**src/rtl/matrix_stream_sequencer.sv**
```systemverilog
// Turns a framed byte stream (rows, cols, then row-major elements) into
// addressed element writes for the matrix compiler, with header checking.
module matrix_stream_sequencer #(
  parameter int MAX_ROWS      = 32,
  parameter int MAX_COLS      = 32,
  parameter int ELEMENT_WIDTH = 8,
  localparam int ROW_W = (MAX_ROWS > 1) ? $clog2(MAX_ROWS) : 1,
  localparam int COL_W = (MAX_COLS > 1) ? $clog2(MAX_COLS) : 1
) (
  input  logic                     inter_refclk,
  input  logic                     rst,
  input  logic [7:0]               in_byte,
  input  logic                     in_valid,
  output logic                     in_ready,
  output logic                     valid_data_out,
  output logic [ROW_W-1:0]         row_addr,
  output logic [COL_W-1:0]         col_addr,
  output logic [ELEMENT_WIDTH-1:0] matrix_element,
  output logic                     frame_done,
  output logic                     hdr_error,
  output logic                     busy
);

  typedef enum logic [1:0] {
    WAIT_ROWS = 2'd0,
    WAIT_COLS = 2'd1,
    STREAM    = 2'd2
  } state_t;

  // Limits compared against the full 8-bit header so oversize values are rejected.
  localparam logic [7:0] MAX_ROWS_B = 8'(MAX_ROWS);
  localparam logic [7:0] MAX_COLS_B = 8'(MAX_COLS);

  state_t           state_reg;
  logic [7:0]       n_rows_reg;
  logic [7:0]       n_cols_reg;
  logic [ROW_W-1:0] row_cnt_reg;
  logic [COL_W-1:0] col_cnt_reg;

  logic accept;
  logic last_col;
  logic last_row;

  assign in_ready = (state_reg == WAIT_ROWS) || (state_reg == WAIT_COLS) ||
                    (state_reg == STREAM);
  assign accept   = in_valid && in_ready;
  assign last_col = (8'(col_cnt_reg) == (n_cols_reg - 8'd1));
  assign last_row = (8'(row_cnt_reg) == (n_rows_reg - 8'd1));

  always_ff @(posedge inter_refclk) begin
    if (rst) begin
      state_reg      <= WAIT_ROWS;
      n_rows_reg     <= '0;
      n_cols_reg     <= '0;
      row_cnt_reg    <= '0;
      col_cnt_reg    <= '0;
      valid_data_out <= 1'b0;
      row_addr       <= '0;
      col_addr       <= '0;
      matrix_element <= '0;
      frame_done     <= 1'b0;
      hdr_error      <= 1'b0;
      busy           <= 1'b0;
    end else begin
      valid_data_out <= 1'b0;
      frame_done     <= 1'b0;
      hdr_error      <= 1'b0;
      if (accept) begin
        case (state_reg)
          WAIT_ROWS: begin
            n_rows_reg <= in_byte;
            if (in_byte == 8'd0 || in_byte > MAX_ROWS_B) begin
              hdr_error <= 1'b1;
            end else begin
              state_reg <= WAIT_COLS;
              busy      <= 1'b1;
            end
          end
          WAIT_COLS: begin
            n_cols_reg <= in_byte;
            if (in_byte == 8'd0 || in_byte > MAX_COLS_B) begin
              hdr_error <= 1'b1;
              busy      <= 1'b0;
              state_reg <= WAIT_ROWS;
            end else begin
              row_cnt_reg <= '0;
              col_cnt_reg <= '0;
              state_reg   <= STREAM;
            end
          end
          STREAM: begin
            valid_data_out <= 1'b1;
            matrix_element <= ELEMENT_WIDTH'(in_byte);
            row_addr       <= row_cnt_reg;
            col_addr       <= col_cnt_reg;
            if (last_col) begin
              col_cnt_reg <= '0;
              if (last_row) begin
                // Last element: frame closes in the same cycle the element appears.
                frame_done <= 1'b1;
                busy       <= 1'b0;
                state_reg  <= WAIT_ROWS;
              end else begin
                row_cnt_reg <= row_cnt_reg + ROW_W'(1);
              end
            end else begin
              col_cnt_reg <= col_cnt_reg + COL_W'(1);
            end
          end
          default: state_reg <= WAIT_ROWS;
        endcase
      end
    end
  end

endmodule

```
**config.mk**
```make
export PLATFORM = sky130hd
export DESIGN_NAME = matrix_stream_sequencer
export DESIGN_NICKNAME = d
export VERILOG_FILES = /design/src/rtl/matrix_stream_sequencer.sv
export SDC_FILE = /design/constraint.sdc
export NUM_CORES = 1
export LEC_CHECK = 0
export CELL_PAD_IN_SITES_DETAIL_PLACEMENT = 1
export CELL_PAD_IN_SITES_GLOBAL_PLACEMENT = 1
export CORE_MARGIN = 4
export CORE_UTILIZATION = 30
export CTS_CLUSTER_DIAMETER = 50
export CTS_CLUSTER_SIZE = 10
export DETAILED_ROUTE_END_ITERATION = 10
export PLACE_DENSITY_LB_ADDON = 0.1
export SYNTH_ARGS = -nofsm -noshare
export SYNTH_HDL_FRONTEND = slang
export SYNTH_SLANG_ARGS = --single-unit
```
**constraint.sdc**
```tcl
create_clock -name inter_refclk -period 5.6 [get_ports inter_refclk]
set_input_delay 1.12 -clock inter_refclk [delete_from_list [all_inputs] [get_ports inter_refclk]]
set_output_delay 1.12 -clock inter_refclk [all_outputs]
set_load 0.01 [all_outputs]
```
Word-level counts from Yosys, hierarchy flattened
Index checks and enable logic that the tools add are counted.
W data, S select, Z words.
{"block": "totals", "reg_bits": 50, "in_bits": 11, "out_inout_bits": 23}
{"block": "op_classes", "n_addsub": 4, "order_cmp": 1, "eq_ne": 10, "mux": 19, "n_bitwise": 4, "reduce_logical": 19}
{"operator": "$mux W5", "count": 4}
{"operator": "$pmux W5 S2", "count": 2}
{"operator": "$eq A5 B8 Y1", "count": 2}
{"operator": "$sub A8 B1 Y8 const B", "count": 2}
{"operator": "$add A5 B1 Y5 const B", "count": 2}
{"operator": "$ne A2 B2 Y1 const B", "count": 5}
{"operator": "$gt A8 B6 Y1 const B", "count": 1}
{"operator": "$logic_not A8 Y1", "count": 1}
{"operator": "$mux W2", "count": 4}
{"operator": "$mux W1", "count": 7}
{"operator": "$pmux W2 S3", "count": 1}
{"operator": "$reduce_and A2 Y1", "count": 3}
{"operator": "$reduce_and A6 Y1", "count": 1}
{"operator": "$reduce_and A5 Y1", "count": 1}
{"operator": "$not A1 Y1", "count": 4}
{"operator": "$reduce_and A4 Y1", "count": 1}
{"operator": "$reduce_or A2 Y1", "count": 2}
{"operator": "$reduce_or A4 Y1", "count": 1}
{"operator": "$logic_or A1 B1 Y1", "count": 3}
{"operator": "$pmux W1 S3", "count": 1}
{"operator": "$reduce_and A3 Y1", "count": 1}
{"operator": "$reduce_bool A3 Y1", "count": 1}
{"operator": "$reduce_or A3 Y1", "count": 1}
{"operator": "$eq A2 B1 Y1 const B", "count": 1}
{"operator": "other kinds (5)", "count": 5}

Logic depth before layout (Yosys ltp)
Gate-level depths: netlist of the first run.
{"block": "logic_depth", "word_depth": 6, "mapped_depth": 10, "depth_no_buf": 9}

Worst setup path after synthesis of the first run
No wires, ideal clock.
{"block": "synth_timing", "path_kind": "input -> register", "startpoint": "input in_byte[1]", "endpoint": "register row_cnt_reg[2]", "setup_ns": 0.070, "t_arrival_ns": 3.017, "required_ns": 5.530, "slack_ns": 2.513, "stages": 8, "path_buffers": 1, "path_cell_list": "or4_1 o21ai_0 nand3_1 o22ai_1 clkbuf_1 nand2_1 or3_1 a21oi_1"}
{"block": "synth_via", "elab_chain_len": 4, "elab_cells_between_ends": 5, "cone_classes": "order compare (1); eq/ne (1); reduce/logical (3)"}
{"item": "start: declaration", "line_no": "12", "text": "input logic [7:0] in_byte,"}
{"item": "$gt A8 B6 Y1 / $logic_not A8 Y1 (equally long branches)", "line_no": "81", "text": "if (in_byte == 8'd0 || in_byte > MAX_COLS_B) begin"}
{"item": "$logic_or A1 B1 Y1 (*)", "line_no": "81"}
{"item": "$ne A2 B2 Y1 (no line) (*)"}
{"item": "$reduce_and A5 Y1 (no line) (*)"}
{"item": "end signal: assignment", "line_no": "104", "text": "row_cnt_reg <= row_cnt_reg + ROW_W'(1);"}
{"item": "end: declaration", "line_no": "37", "text": "logic [ROW_W-1:0] row_cnt_reg;"}
Every way passes the cells marked *; elsewhere a longest branch is shown, timed or not.
A chain may end at the register's enable or synchronous reset.

Worst setup path in the final report of the first run
{"block": "layout_timing", "startpoint": "input in_valid", "endpoint": "register row_cnt_reg[3]"}
{"block": "layout_via", "elab_chain_len": 2}
{"item": "start: declaration", "line_no": "13", "text": "input logic in_valid,"}
{"item": "$logic_and A1 B1 Y1", "line_no": "46", "text": "assign accept = in_valid && in_ready;"}
{"item": "$reduce_and A5 Y1 (no line)"}
No other way between the ends.

==> results of run 1 <==
worst min path at each step:
| stage | cells past startpoint | slack, ns | to |
|---|---|---|---|
| final | 2 | 0.46 | matrix_element[6] |
| after global routing | 2 | 0.48 | matrix_element[6] |
| after CTS | 2 | 0.46 | matrix_element[6] |
| after detailed placement | 2 | 0.45 | matrix_element[6] |
| after global placement | 2 | 0.44 | col_addr[3] |
| after floorplan | 2 | 0.45 | n_cols_reg[6] |
cells by family after synthesis:
logic type                 Yosys count  share of synthesized area
and+or+nand+nor                    132                     0.2529
DFF                                 50                     0.4063
buffers and inverters               34                    0.05332
AOI/OAI and AO/OA                   76                     0.1889
adders and majority gates            8                    0.04063
muxes                                2                   0.008126
xor gates and xnor gates            14                    0.04977
routing by layer:
layer / vias to the layer above / wire (um) / global-route usage
li1: 1148 / - / -
met1: 1136 / 3607 / 0.2100
met2: 42 / 3109 / 0.2361
met3: 6 / 226 / 0.02831
met4: 0 / 82 / 0.03992
met5: - / 0 / 0
power by group through the flow:
stage / Combinational, mW / Sequential [mW] / Clock, mW
after global routing: 0.0833 / 0.373 / 0.293
final: 0.0749 / 0.371 / 0.266
after detailed placement: 0.0749 / 0.379 / 0
after CTS: 0.0754 / 0.371 / 0.276
after global placement: 0.0738 / 0.379 / 0
after floorplan: 0.0505 / 0.376 / 0
metrics by stage:
stage	cells	total power, mW	hold WS [ns]	setup slack [ns]
2_1_floorplan	316	0.4262	0.4492	2.513
3_3_place_gp	434	0.4528	0.4436	1.323
3_5_place_dp	434	0.4542	0.4461	1.197
4_1_cts	442	0.7219	0.4607	1.509
5_1_grt	442	0.7493	0.4825	1.150
6_report	442	0.7120	0.4581	1.449
layout make-up:
| type | instances | area (um^2) | share of cell area |
|---|---|---|---|
| Sequential cell | 50 | 1001 | 0.3361 |
| Inverter | 15 | 56.30 | 0.01891 |
| Clock buffer | 5 | 68.82 | 0.02311 |
| Multi-Input combinational cell | 232 | 1331 | 0.4471 |
| Tap cell | 102 | 127.6 | 0.04286 |
| Timing Repair Buffer | 35 | 345.3 | 0.1160 |
| Clock inverter | 3 | 47.55 | 0.01597 |
worst max-delay path: stages:
cell and delay [ns]:
clkdlybuf4s50_1 0.71, nor2b_1 0.65, nand2_1 0.38, o22ai_1 0.82, nand4_1 0.20, or3_1 0.34
a21oi_1 0.14
cells in the mapped netlist, types with 2 or more instances:
master,count,share of area
nor2_1,16,0.024
clkbuf_1,18,0.027
ha_1,8,0.041
inv_1,15,0.023
dfxtp_1,50,0.41
o21ai_0,12,0.024
xnor2_1,8,0.028
o31ai_1,3,0.0091
nand3_1,19,0.039
nand4_1,8,0.020
xor2_1,6,0.021
nor3_1,5,0.010
or4_1,2,0.0061
a211oi_1,2,0.0061
a311oi_1,2,0.0071
nor4_1,3,0.0076
nor2b_1,2,0.0051
nand3b_1,2,0.0061
mux2i_1,2,0.0081
nand2_1,61,0.093
a21oi_1,42,0.085
or3_1,7,0.018
==> impl_results.md, run 1 <==
- Total Wirelength: 7.026 mm
- Fin Clk Skew: 0.01452 ns
- Post-CTS resize count: 0
- Number of synthesized flops with an enable pin: 0
- H-tree Lvls: 2
- Total track usage: 0.1498
- First-pass GRT wire length: 11.83 mm
- # setup viols final: 0
- Commonest non-fill, non-tap cell in the layout: nand2_1
- CP endpoint kind: flop
- Syn Area/Cell: 7.796 um^2
- Crit path kind: in2reg
- Synth Net Count: 335
- CTS tree: built
- Yosys warning total: 0
- Setup TNS: 0 ns
- Yosys reg bits: 50
- Worst Max-Slew Pin Slew: 0.9529 ns
- Port bufs: 33
- CTS Hold Bufs: 0
- Tightest Hold Check Type: reg2reg
- Sw Share: 0.2575
- Core ar.: 7848 um^2
- Flop pwr share: 0.521
- Slew Limit Fails: 0
- Fin area: 2978 um^2
- Starting Density: 0.3139
- Syn Inst Count: 316
- FF-to-FF setup slack: 2.45 ns
- Hold Fails Final Rpt: 0
- Critical Path Source: in_valid
- Number of global-route vias before repair: 2253
- Final Cycle Share: 0.7413
- Register area share after synthesis: 0.4063
- FP Rows: 32
- Max-cap violations: 0
- Pwr per Cell Area: 239.1 nW/um^2
- Via density per instance: 5.276
- Combinational power share: 0.105
- Worst reg2reg path endpoint: row_cnt_reg[3]
- Max Freq: 240.9 MHz
- DIE AREA: 9726 um^2
- Die Wd: 98.62 um
- DRC Markers: 0
- CTS max path bufs: 2
- Drt pass-1 iters: 4
- Post-route minimum period: 4.151 ns
- DIE HEIGHT: 98.62 um
- Async SR Flop Fraction: 0
- Crit path DAT: 4.38 ns
- Pin count of the biggest net entering global routing: 23
- Clock slew at reported path FFs: 0.10 ns
- Root Buffer: clkbuf_8
- Clock Power Share: 0.374
- Post-DR wirelength/cell: 15.90 um
- Post-DP HPWL: 5.218 mm
- Antenna diodes: 0
- HP Start: matrix_element[6]
- Final #Nets: 358
- P&R area growth vs syn: 20.87%
- Slew HR: 0.3648
- CTS buffer count: 5
- I/O Pins: 34
- Share of layout cells above drive strength 1: 0.04118
- Pint: 0.5287 mW
- Fillers: 998
- Congestion Overflow GR: 0
- CP Launch Type: input pin
- FF-to-FF path depth: 7
- Mapped Area: 2464 um^2
- P_sw: 0.1833 mW
- Setup crit end: row_cnt_reg[3]
- Ys flop type: dfxtp_1
- Max VDD drop: 100.8 uV
- Worst flop-to-flop path startpoint: state_reg[0]
- Final Util: 0.3795
- Unique cell type count in the Yosys netlist: 45
- Via Count: 2332
- Clock latency at the later pin of the worst-skew pair: 0.31 ns
- Worst Path Max Fanout: 12
- DRT iter0 DRCs: 95
- Sink Count: 50
- RSZ-0062 raised after global routing: false
- Worst EP required: 5.83 ns
- Postcts setup bufs: 0
- Gpl congestion: 0.7837
- Status: finished clean
- Routed Antenna Nets: 0
- Antenna violations before repair: 0
- Placed inst area: 2861 um^2
- Leakage: 0.9982 nW
- Commonest cells after routing, fill and taps aside: nand2_1 (61), dfxtp_1 (50), a21oi_1 (42)
No activity file was read; power rests on OpenSTA's default activity.
==> run 2, diff against run 1 <==
Clock period 5.6 ns to 4.2 ns, I/O delays scaled along.
==> run 2 against run 1 <==
Die area unchanged. Non-clock buffer count up 4. Sequential cell count unchanged. Critical path depth up 2. Clock power up 22%. Count of clock-buffer cells in the layout up 2. Largest power group unchanged.
==> impl_results.md, run 2 (synthesized netlist as in run 1, its figures left out) <==
- Postcts setup bufs: 0 (unchanged)
- Max-cap violations: 0 (unchanged)
- Tightest Hold Check Type: reg2reg
- Post-CTS resize count: 0 (unchanged)
- Root Buffer: clkbuf_8
- Max VDD drop: 160.8 uV (+59%)
- Via density per instance: 5.135 (-2.7%)
- DRC Markers: 0 (unchanged)
- Via Count: 2290 (-1.8%)
- Max Freq: 331.3 MHz
- Fillers: 969 (-2.9%)
- CTS Hold Bufs: 0 (unchanged)
- CP endpoint kind: flop
- Routed Antenna Nets: 0 (unchanged)
- Fin worst setup slack: 1.181 ns (-0.2672 ns)
- Clock slew at reported path FFs: 0.10 ns (about the same)
- Die Wd: 98.62 um (unchanged)
- P&R area growth vs syn: 21.64%
- First-pass GRT wire length: 12.71 mm (+7.5%)
- Post-route minimum period: 3.019 ns
- Share of layout cells above drive strength 1: 0.05233 (+0.01115)
- Fin Clk Skew: 0.006006 ns (-0.008515 ns)
- I/O Pins: 34 (unchanged)
- CTS buffer count: 5 (unchanged)
- Worst flop-to-flop path startpoint: n_rows_reg[0]
- Drt pass-1 iters: 5 (+1)
- # setup viols final: 0 (unchanged)
- Fin area: 2997 um^2 (+0.63%)
- Pin count of the biggest net entering global routing: 21 (-8.7%)
- Antenna diodes: 0 (unchanged)
- Worst Max-Slew Pin Slew: 0.8277 ns (-0.1251 ns)
- Sink Count: 50 (unchanged)
- Pwr per Cell Area: 307.7 nW/um^2 (+29%)
- RSZ-0062 raised after global routing: false
- Hold Fails Final Rpt: 0 (unchanged)
- Total track usage: 0.1622 (+0.01241)
- Total Wirelength: 7.387 mm (+5.1%)
- FF-to-FF path depth: 9 (+2)
- Crit path DAT: 3.27 ns (-1.11 ns)
- Final Cycle Share: 0.7187
- Area of the multi-input gates: 1331 um^2 (unchanged)
- FP Rows: 32 (unchanged)
- Congestion Overflow GR: 0 (unchanged)
- Dpl ws: 0.8605 ns (-0.3368 ns)
- Tot Pwr: 0.9221 mW (+30%)
- Slew Limit Fails: 0 (unchanged)
- Crit path kind: in2reg
- Gpl congestion: 0.7615 (-2.8%)
- Register area: 1001 um^2 (unchanged)
- H-tree Lvls: 2 (unchanged)
- DRT iter0 DRCs: 121 (+27%)
- Number of global-route vias before repair: 2406 (+6.8%)
- Status: finished clean
- Commonest non-fill, non-tap cell in the layout: nand2_1
- Antenna violations before repair: 0 (unchanged)
- Setup TNS: 0 ns (unchanged)
- Worst reg2reg path endpoint: row_cnt_reg[3]
- FF-to-FF setup slack: 1.42 ns (-1.03 ns)
- Setup crit end: row_cnt_reg[3]
- Worst EP required: 4.45 ns (-1.38 ns)
- Port bufs: 33 (unchanged)
- DIE HEIGHT: 98.62 um (unchanged)
- DIE AREA: 9726 um^2 (unchanged)
- Core ar.: 7848 um^2 (unchanged)
- Post-DR wirelength/cell: 16.56 um (+4.2%)
- Final #Nets: 362 (+1.1%)
- CTS tree: built
- CP Launch Type: input pin
- Starting Density: 0.3139 (unchanged)
- Final Util: 0.3819 (+0.002392)
- Slew HR: 0.4482 (+0.08343)
- Critical Path Source: in_byte[1]
- Worst Path Max Fanout: 12 (unchanged)
- CTS max path bufs: 2 (unchanged)
- Clock latency at the later pin of the worst-skew pair: 0.31 ns (about the same)
- Commonest cells after routing, fill and taps aside: nand2_1 (61), dfxtp_1 (50), a21oi_1 (42)
- Post-DP HPWL: 5.355 mm (+2.6%)
- Leakage: 1.014 nW (+1.6%)
- Placed inst area: 2892 um^2 (+1.0%)
## run 2: changes by cell type in the layout (fill, tap and decap cells not counted)
cell,previous run,this run
buf_4,2,6
clkbuf_8,5,7
bufinv_16,1,0
inv_6,1,0
## run 2: cell type report
| class | instances | share of cell area |
|---|---|---|
| flip-flops and latches | 50 | 0.3340 |
| clock inverters | 1 | 0.002923 |
| repair buffers | 39 | 0.1253 |
| well taps | 102 | 0.04259 |
| multi-input cells | 232 | 0.4443 |
| inverters | 15 | 0.01879 |
| clock buffers | 7 | 0.03215 |
## run 2: critical path, cell delays in order
cell and delay (ns):
clkdlybuf4s50_1 0.46, or4_1 0.60, o21ai_0 0.18, nand3_1 0.17
o22ai_1 0.20, buf_4 0.21, nand4_1 0.13, or3_1 0.33
a21oi_1 0.14
## run 2: power by group
group          total (mW)  internal [mW]  switching (mW)
clock               0.324          0.151           0.173
combinational       0.103         0.0431          0.0595
sequential          0.495          0.483          0.0125
total               0.922          0.677           0.245
## run 2: per-layer routing
layer | vias up | routed length (um) | GRT usage
met4 | 0 | 66 | 0.03782
met3 | 6 | 179 | 0.02831
met1 | 1102 | 3752 | 0.2199
met5 | - | 0 | 0
li1 | 1155 | - | -
met2 | 27 | 3389 | 0.2689
## run 2: worst min path at each step
| stage | start | to | slack, ns | cells after the start |
|---|---|---|---|---|
| 2_1_floorplan | n_cols_reg[6] | n_cols_reg[6] | 0.45 | 2 |
| 3_3_place_gp | row_addr[1] | row_addr[1] | 0.45 | 2 |
| 3_5_place_dp | matrix_element[7] | matrix_element[7] | 0.45 | 2 |
| 4_1_cts | row_addr[0] | row_addr[0] | 0.46 | 2 |
| 5_1_grt | col_addr[3] | col_addr[3] | 0.48 | 2 |
| 6_report | row_addr[0] | row_addr[0] | 0.46 | 2 |
## run 2: metrics by stage
| stage | hold slack [ns] | instances |
|---|---|---|
| final | 0.4624 | 446 |
| after floorplan | 0.4492 | 316 |
| after CTS | 0.4646 | 446 |
| after global placement | 0.4452 | 438 |
| after detailed placement | 0.4489 | 438 |
| after global routing | 0.4796 | 446 |
==> run 3, diff against run 2 <==
Clock period 4.2 ns to 2.5 ns, I/O delays scaled along.
==> run 3 against run 2 <==
Setup slack worse by 1.1 ns. Total power up 80%. Die area unchanged. Register-to-register slack worse by 1.4 ns. Cell area up 14%. Via count up 7.7%. Combinational power up 130%. Sequential cell count unchanged.
==> impl_results.md, run 3 (synthesized netlist as in run 1, its figures left out) <==
- Status: finished clean
- Post-DP HPWL: 5.989 mm (+12%)
- Core ar.: 7848 um^2 (unchanged)
- Combinational power share: 0.146 (+0.035)
- Worst flop-to-flop path startpoint: n_cols_reg[0]
- Fin Clk Skew: 0.01387 ns (+0.007863 ns)
- Crit path DAT: 2.70 ns (-0.57 ns)
- Gpl congestion: 0.8424 (+11%)
- Final #Nets: 400 (+10%)
- Slew HR: 0.6805 (+0.2323)
- Clock slew at reported path FFs: 0.11 ns (about the same)
- I/O Pins: 34 (unchanged)
- CTS max path bufs: 2 (unchanged)
- Clock latency at the later pin of the worst-skew pair: 0.31 ns (about the same)
- Worst Hold Slack: 0.4615 ns (-0.0009170 ns)
- CTS buffer count: 5 (unchanged)
- Pint: 1.224 mW (+81%)
- Hold depth: 2 (unchanged)
- Tightest Hold Check Type: reg2reg
- Worst Path Max Fanout: 8 (-4)
- FP Rows: 32 (unchanged)
- Commonest non-fill, non-tap cell in the layout: nand2_1
- # setup viols final: 0 (unchanged)
- Worst Max-Slew Pin Slew: 0.4793 ns (-0.3484 ns)
- Antenna violations before repair: 0 (unchanged)
- RSZ-0062 raised after global routing: true
- Max VDD drop: 231.1 uV (+44%)
- Post-route minimum period: 2.458 ns
- Clock Power Share: 0.359 (+0.008)
- FF-to-FF setup slack: 0.04 ns (-1.38 ns)
- DRC Markers: 0 (unchanged)
- Congestion Overflow GR: 0 (unchanged)
- Final Util: 0.4353 (+0.05341)
- Post-DR wirelength/cell: 16.42 um (-0.88%)
- Sw Share: 0.2640 (-0.001367)
- DRT iter0 DRCs: 82 (-32%)
- Placed inst area: 3187 um^2 (+10%)
- H-tree Lvls: 2 (unchanged)
- Fin area: 3416 um^2 (+14%)
- Max Freq: 406.8 MHz
- DIE AREA: 9726 um^2 (unchanged)
- Drt pass-1 iters: 4 (-1)
- Fin worst setup slack: 0.04194 ns (-1.139 ns)
- FF-to-FF path depth: 7 (-2)
- Worst EP required: 2.74 ns (-1.71 ns)
- Antenna diodes: 0 (unchanged)
- Leakage: 1.256 nW (+24%)
- Final Cycle Share: 0.9832
- Die Wd: 98.62 um (unchanged)
- Total track usage: 0.1705 (+0.008330)
- Via Count: 2466 (+7.7%)
- Dpl ws: -0.4072 ns (-1.268 ns)
- P_sw: 0.4391 mW (+79%)
- CTS tree: built
- Pin count of the biggest net entering global routing: 41 (+95%)
- Setup TNS: 0 ns (unchanged)
- Routed Antenna Nets: 0 (unchanged)
- Pwr per Cell Area: 487.0 nW/um^2 (+58%)
- Hold Fails Final Rpt: 0 (unchanged)
- Hold Crit Endpoint: col_addr[3]
- Total Wirelength: 7.946 mm (+7.6%)
- Starting Density: 0.3139 (unchanged)
- Post-Layout Cell Count: 484 (+8.5%)
- Dpl cells: 474 (+8.2%)
- Root Buffer: clkbuf_8
- Worst reg2reg path endpoint: row_cnt_reg[4]
- CP Launch Type: flop
- Max-cap violations: 0 (unchanged)
- Share of layout cells above drive strength 1: 0.1832 (+0.1309)
- Via density per instance: 5.095 (-0.77%)
- Fillers: 964 (-0.52%)
- Tot Pwr: 1.663 mW (+80%)
- Commonest cells after routing, fill and taps aside: nand2_1 (61), dfxtp_1 (48), a21oi_1 (41), buf_4 (41), clkdlybuf4s50_1 (30)
- Slew Limit Fails: 0 (unchanged)
- HP Start: col_addr[3]
- DIE HEIGHT: 98.62 um (unchanged)
- Flop pwr share: 0.495 (-0.042)
- Number of global-route vias before repair: 2545 (+5.8%)
- First-pass GRT wire length: 13.40 mm (+5.4%)
- Sink Count: 50 (unchanged)
- Port bufs: 33 (unchanged)
- P&R area growth vs syn: 38.65%
- CP endpoint kind: flop
- Crit path kind: reg2reg
-- run 3: changes by cell type in the layout (fill, tap and decap cells not counted), sizes merged --
cell           change
buf               +38
inv                +1
clkbuf             -2
dlymetal6s2s       +3
clkdlybuf4s50      -3
bufinv             +1
-- run 3: cell type report --
type	instances	area [um^2]	share of cell area
Clock inverter	3	43.79	0.01282
Inverter	15	56.30	0.01648
Clock buffer	5	68.82	0.02015
Tap cell	102	127.6	0.03736
Sequential cell	50	1003	0.2938
Timing Repair Buffer	77	696.9	0.2040
Multi-Input combinational cell	232	1419	0.4154
-- run 3: worst max path at each step --
stage,start,end,slack [ns],cells after the start
6_report,n_cols_reg[0],row_cnt_reg[4],0.04,7
5_1_grt,n_cols_reg[0],row_cnt_reg[4],-0.07,7
4_1_cts,in_byte[1],row_cnt_reg[4],0.003,9
3_5_place_dp,in_byte[1],state_reg[1],-0.41,8
3_3_place_gp,in_byte[1],state_reg[0],-0.27,8
2_1_floorplan,n_rows_reg[0],row_cnt_reg[2],0.01,10
-- run 3: power groups by stage --
stage	registers, mW	clock network (mW)	logic (mW)
3_3_place_gp	0.841	0	0.223
2_1_floorplan	0.842	0	0.113
6_report	0.824	0.597	0.242
4_1_cts	0.824	0.620	0.234
3_5_place_dp	0.842	0	0.229
5_1_grt	0.827	0.645	0.266
-- run 3: layer usage --
metal  up-vias  track usage  routed length, um
met2        32       0.2709               3706
met3         8      0.02265                160
met4         0      0.05042                105
met1      1198       0.2411               3973
li1       1228            -                  -
met5         -            0                  0
-- run 3: critical path, cell delays in order, from the launching register on --
cell and delay [ns]:
dfxtp_2 0.35, or4_4 0.53, o31a_1 0.25, a221o_1 0.34, a211oi_4 0.28, a21oi_4 0.12, or3_1 0.37, a21oi_2 0.13
-- run 3: repair_timing --
item | in CTS | in global routing
pin swaps | 1 | 15
hold buffers | 0 | 0
setup buffers | 0 | 2
gates resized for setup | 6 | 18
hold endpoints to repair | 0 | 0
setup endpoints to repair | 8 | 13
